File: src/rtl/clk_en_gen_pkg.sv
// Shared definitions for the clock-enable generator: per-channel mode
// encoding and the derived width of one divide-tap field.
package clk_en_pkg;

  typedef enum logic [1:0] {
    MODE_HOLD = 2'b00,
    MODE_FULL = 2'b01,
    MODE_DIV  = 2'b10,
    MODE_STEP = 2'b11
  } mode_e;

  // Width needed to address any bit of the shared divide counter.
  function automatic int tap_width(input int cnt_width);
    return $clog2(cnt_width);
  endfunction

endpackage

File: src/rtl/clk_en_gen_step_sync.sv
// Brings the asynchronous step switch into the clock domain and turns each
// rising edge into a one-cycle pulse, ignoring anything seen right after reset.
module step_sync #(
  parameter int SYNC_STAGES = 2
) (
  input  logic clk,
  input  logic reset,
  input  logic step,
  output logic step_pulse
);

  localparam int ARM_COUNT = SYNC_STAGES + 1;
  localparam int ARM_W     = $clog2(ARM_COUNT + 1);

  logic [SYNC_STAGES-1:0] sync;
  logic                   prev;
  logic [ARM_W-1:0]       arm;
  logic                   armed;

  assign armed = (arm == ARM_W'(ARM_COUNT));

  // The arm counter masks the edge a switch already high at reset release
  // would otherwise produce as the synchroniser fills with ones.
  always_ff @(posedge clk or negedge reset) begin
    if (!reset) begin
      sync <= '0;
      prev <= 1'b0;
      arm  <= '0;
    end else begin
      sync <= {sync[SYNC_STAGES-2:0], step};
      prev <= sync[SYNC_STAGES-1];
      if (!armed) begin
        arm <= arm + ARM_W'(1);
      end
    end
  end

  assign step_pulse = armed & sync[SYNC_STAGES-1] & ~prev;

endmodule

File: src/rtl/clk_en_gen.sv
// Per-channel clock-enable generator running entirely on the board clock:
// full rate, power-of-two divide, synchronised single-step, or hold.
module clk_en_gen
  import clk_en_pkg::*;
#(
  parameter int  CNT_WIDTH   = 26,
  parameter int  NUM_CH      = 2,
  parameter int  SYNC_STAGES = 2,
  localparam int TAP_W       = tap_width(CNT_WIDTH)
) (
  input  logic                    clk,
  input  logic                    reset,
  input  logic [2*NUM_CH-1:0]     mode,
  input  logic [TAP_W*NUM_CH-1:0] tap,
  input  logic                    step,
  output logic [NUM_CH-1:0]       en,
  output logic [NUM_CH-1:0]       slow_clk
);

  logic [CNT_WIDTH-1:0]    cnt;
  logic [2*NUM_CH-1:0]     mode_q;
  logic [TAP_W*NUM_CH-1:0] tap_q;
  logic                    step_pulse;
  logic [NUM_CH-1:0]       en_next;
  logic [NUM_CH-1:0]       slow_next;

  always_ff @(posedge clk or negedge reset) begin
    if (!reset) begin
      cnt    <= '0;
      mode_q <= {NUM_CH{MODE_HOLD}};
      tap_q  <= '0;
    end else begin
      cnt    <= cnt + CNT_WIDTH'(1);
      mode_q <= mode;
      tap_q  <= tap;
    end
  end

  step_sync #(
    .SYNC_STAGES(SYNC_STAGES)
  ) u_step_sync (
    .clk       (clk),
    .reset     (reset),
    .step      (step),
    .step_pulse(step_pulse)
  );

  for (genvar i = 0; i < NUM_CH; i++) begin : g_ch
    mode_e                ch_mode;
    logic [TAP_W-1:0]     tap_raw;
    logic [TAP_W-1:0]     ch_tap;
    logic [CNT_WIDTH-1:0] div_mask;
    logic                 div_hit;
    logic                 ch_en;
    logic                 ch_slow;

    assign ch_mode = mode_e'(mode_q[2*i +: 2]);
    assign tap_raw = tap_q[TAP_W*i +: TAP_W];

    // Taps beyond the counter width fall back to the slowest real divide.
    always_comb begin
      ch_tap = tap_raw;
      if (32'(tap_raw) >= CNT_WIDTH) begin
        ch_tap = TAP_W'(CNT_WIDTH - 1);
      end
    end

    always_comb begin
      div_mask = '0;
      for (int j = 0; j < CNT_WIDTH; j++) begin
        div_mask[j] = (j <= 32'(ch_tap));
      end
    end

    assign div_hit = ((cnt & div_mask) == div_mask);

    always_comb begin
      ch_en   = 1'b0;
      ch_slow = slow_clk[i];
      unique case (ch_mode)
        MODE_HOLD: ch_en = 1'b0;
        MODE_FULL: ch_en = 1'b1;
        MODE_DIV: begin
          ch_en   = div_hit;
          ch_slow = cnt[ch_tap];
        end
        MODE_STEP: begin
          ch_en = step_pulse;
          if (step_pulse) begin
            ch_slow = ~slow_clk[i];
          end
        end
      endcase
    end

    assign en_next[i]   = ch_en;
    assign slow_next[i] = ch_slow;
  end

  always_ff @(posedge clk or negedge reset) begin
    if (!reset) begin
      en       <= '0;
      slow_clk <= '0;
    end else begin
      en       <= en_next;
      slow_clk <= slow_next;
    end
  end

endmodule
File: config.mk
export PLATFORM = sky130hd
export DESIGN_NAME = clk_en_gen
export DESIGN_NICKNAME = d
export VERILOG_FILES = /design/src/rtl/clk_en_gen_pkg.sv /design/src/rtl/clk_en_gen_step_sync.sv /design/src/rtl/clk_en_gen.sv
export SDC_FILE = /design/constraint.sdc
export NUM_CORES = 1
export LEC_CHECK = 0
export ABC_AREA = 1
export BUFFER_PORTS_ARGS = -buffer_cell sky130_fd_sc_hd__buf_2
export CAP_MARGIN = 20
export CORE_ASPECT_RATIO = 0.75
export CORE_MARGIN = 3
export CORE_UTILIZATION = 50
export CTS_CLUSTER_DIAMETER = 150
export CTS_CLUSTER_SIZE = 24
export DETAILED_ROUTE_END_ITERATION = 10
export GPL_TIMING_DRIVEN = 0
export PLACE_DENSITY = 0.75
export SYNTH_ARGS = -nofsm -noshare
export SYNTH_HDL_FRONTEND = slang
export SYNTH_SLANG_ARGS = --single-unit
File: constraint.sdc
create_clock -name clk -period 1.6 [get_ports clk]
set_input_delay 0.32 -clock clk [delete_from_list [all_inputs] [get_ports clk]]
set_output_delay 0.32 -clock clk [all_outputs]
set_load 0.01 [all_outputs]
==> impl_metrics.json <==
{
  "fin_hold_ws_ns": -0.0263,
  "maxSlewViolCount": 0,
  "synth_flop_cell": "sky130_fd_sc_hd__dfrtp_1",
  "worst_r2r_endpoint": "slow_clk[0]$_DFFE_PN0P_",
  "place_congestion": 0.953,
  "ys_types": 40,
  "vias": 3583,
  "p_seq_share_pct": 51.4,
  "rsz0062_at_grt": "true",
  "critical_path.reg2reg.startpoint": "tap_q[4]$_DFF_PN0_",
  "net_switching_component_of_the_power_w": 0.000777,
  "first_pass_grt_wire_length_mm": 16.8,
  "syn_to_final_growth_pct": 32.7,
  "static-leakage-power_nw": 2.12,
  "worstHoldPathType": "in -> async",
  "post_cts_hold_buffer_count": 0,
  "fmax_ghz": 0.562,
  "post-route-min-period_ns": 1.78,
  "syn_nets": 477,
  "critPathLaunchType": "flop",
  "die_y_um": 76.4,
  "numCtsBuffers": 5,
  "post_synth_instance_area_um2": 3310,
  "routed_wl_mm": 10.8,
  "power_frac_clock_pct": 28.1,
  "floorplan.die_area_um2": 7630,
  "dieWidth_um": 99.9,
  "setup_viol": 11,
  "grt.total_usage_pct": 27.6,
  "final_nets": 561,
  "depth_of_the_most_critical_reg_to_reg_path": 10,
  "worstPathArrival_ns": 1.97,
  "worst-setup-path-type": "reg -> reg",
  "clkSlewWorstSetupHoldPaths_ns": 0.10,
  "placement.setup.worst_slack_ns": -0.326,
  "critical_path_peak_fanout": 5,
  "worstMarginPinSlew_ns": 0.525,
  "wl_per_cell_um": 17.5,
  "coreArea_um2": 6100,
  "clock_sinks": 49,
  "finalCritPeriodShare_pct": 111,
  "vias_in_the_first_global_route": 3434,
  "gr-total-overflow": 0,
  "number_of_detailed_routing_iterations_run_before_antenna_repair": 6,
  "final_hold_viol_count": 19,
  "worst_setup_path_startpoint": "tap_q[4]$_DFF_PN0_",
  "status": "finished with violations",
  "ctsRootBufferMaster": "sky130_fd_sc_hd__clkbuf_8",
  "number_of_synthesized_flops_with_an_enable_pin": 0,
  "port_buffers": 20,
  "layout.cells.most_common": "sky130_fd_sc_hd__nand2_1",
  "max-cap-violations": 0,
  "pin_count_of_the_biggest_net_entering_global_routing": 50,
  "fin_area_um2": 4390,
  "critical_path.endpoint": "slow_clk[0]$_DFFE_PN0P_",
  "sw_frac_of_total_pct": 30.5,
  "antenna_diode_instance_count": 0,
  "mean_post_synth_cell_area_um2": 7.22,
  "synthArstFlopShare_pct": 100,
  "antenna_found_initial": 0,
  "detailed_place.area_um2": 3520,
  "final_antenna_net_count": 0,
  "comb_power_share_pct": 20.5,
  "peakVddDrop_mv": 0.380,
  "io_pins": 21,
  "intPower_w": 0.00177,
  "worst_slew_slack_as_a_fraction_of_its_limit_pct": 65.0,
  "rows": 24,
  "detail_route.drc_violations": 0,
  "cts_tree": "built",
  "seq_area_frac_synth_pct": 37.1,
  "layout_common_cells": "sky130_fd_sc_hd__nand2_1, sky130_fd_sc_hd__buf_4, sky130_fd_sc_hd__inv_1",
  "power-per-cell-area_nw_per_um2": 581,
  "ys_warns": 0,
  "failed_checks": "negative hold slack, negative setup slack",
  "htreeDepth": 2,
  "initial_core_util_pct": 54.2,
  "ys_ff_latch": 49,
  "drive_above_1_share_pct": 34.6,
  "cts.path.max_buffers": 2,
  "reg2reg_setup_slack_ns": -0.18,
  "vias_per_cell": 5.79,
  "timing.critical_path.required_ns": 1.79,
  "insertion_delay_ns": 0.31,
  "timing.final.ws_setup_ns": -0.179,
  "drt_first_iter_violations": 318,
  "place_hpwl_mm": 6.97,
  "fin_skew_ns": 0.0141,
  "critical_path.endpoint_type": "flop",
  "syn_inst": 458
}
-- state kept, by name (all words and copies together) (netlist names) --
register and flops:
cnt 26, tap_q 10, mode_q 4, en 2, slow_clk 2, u_step_sync.arm 2, u_step_sync.sync 2, u_step_sync.prev 1
-- per-stage QoR --
| step | total power (W) | setup TNS (ns) | hold WS, ns | std cells | utilization (%) |
|---|---|---|---|---|---|
| after CTS | 0.00248 | -1.05 | 0.108 | 597 | 66.3 |
| after global routing | 0.00265 | -2.29 | 0.0228 | 619 | 72.0 |
| final | 0.00255 | -0.886 | -0.0263 | 619 | 72.0 |
| after global placement | 0.00168 | -2.27 | 0.332 | 556 | 57.7 |
| after floorplan | 0.00156 | -0.0713 | 0.0244 | 458 | - |
| after detailed placement | 0.00169 | -2.41 | 0.345 | 556 | 57.7 |
-- cell families (layout without fill, tap and decap cells) --
kind of cell | count (synthesis) | in the layout | synth area share (%)
AOI/OAI and AO/OA | 58 | 59 | 10.1
xor gates and xnor gates | 25 | 25 | 6.62
adders and majority gates | 2 | 2 | 0.757
buffers and inverters | 70 | 151 | 8.40
DFF | 49 | 49 | 37.1
muxes | 1 | 1 | 0.341
and+or+nand+nor | 253 | 254 | 36.6
-- how the worst min path moves through the flow --
stage / end / slack (ns) / cells past startpoint
after global placement: u_step_sync.sync[1]$_DFF_PN0_ / 0.33 / 0
after floorplan: cnt[0]$_DFF_PN0_ / 0.02 / 0
after global routing: tap_q[5]$_DFF_PN0_ / 0.02 / 1
after detailed placement: u_step_sync.sync[1]$_DFF_PN0_ / 0.34 / 0
final: tap_q[5]$_DFF_PN0_ / -0.03 / 1
after CTS: tap_q[4]$_DFF_PN0_ / 0.11 / 1
-- worst max-delay path: stages, from the launching register on --
cell,delay [ns]
sky130_fd_sc_hd__dfrtp_2,0.44
sky130_fd_sc_hd__nand2_4,0.12
sky130_fd_sc_hd__buf_6,0.15
sky130_fd_sc_hd__o21ai_4,0.22
sky130_fd_sc_hd__nand2_2,0.12
sky130_fd_sc_hd__a22oi_2,0.16
sky130_fd_sc_hd__nand2_1,0.09
sky130_fd_sc_hd__nor2_1,0.17
sky130_fd_sc_hd__nand2_1,0.09
sky130_fd_sc_hd__nand2_1,0.06
sky130_fd_sc_hd__nand2_1,0.05
-- repair_timing --
action                                 4_1_cts  5_1_grt
endpoints found under the hold margin        0        0
setup endpoints to repair                   14       17
resized for setup                           52       58
setup buffers                               34       22
cloned                                       2        0
pin swaps                                   21       29
-- power groups by stage --
stage | registers (W) | clock network, W | logic, W
after floorplan | 0.00132 | 0 | 0.000233
after global placement | 0.00132 | 0 | 0.000362
after detailed placement | 0.00132 | 0 | 0.000363
after CTS | 0.00131 | 0.000728 | 0.000449
after global routing | 0.00131 | 0.000763 | 0.000570
final | 0.00131 | 0.000716 | 0.000523
-- cell usage after synthesis (all sizes together), types with 2 or more instances --
master / number / area share (%)
nor3: 11 / 2.0
inv: 61 / 6.9
xor2: 24 / 6.4
o211ai: 4 / 0.91
o221ai: 2 / 0.53
o22ai: 2 / 0.38
nand3b: 2 / 0.45
nand3: 43 / 6.8
a21oi: 17 / 2.6
nor2: 47 / 7.1
nand4: 11 / 2.5
o21ai: 28 / 4.6
dfrtp: 49 / 37
nand2: 134 / 17
nor4: 2 / 0.38
ha: 2 / 0.76
buf: 7 / 1.2
-- area by class of cell --
cell class,instances,area (µm²)
buffer,7,68.8
clock buffer,5,68.8
clock inverter,1,5.00
fill,458,1710
inverter,62,249
multi-input combinational,341,2090
sequential,49,1240
tap,78,97.6
timing repair buffer,76,572
-- routing by layer --
layer | GRT usage (%) | wire length [µm] | vias to the layer above
met5 | 0 | 0 | -
met4 | 11.3 | 369 | 0
met3 | 7.78 | 1150 | 39
met2 | 42.7 | 4940 | 228
met1 | 36.0 | 4380 | 1660
li1 | - | - | 1656
Power figures use the tool's default switching activity.
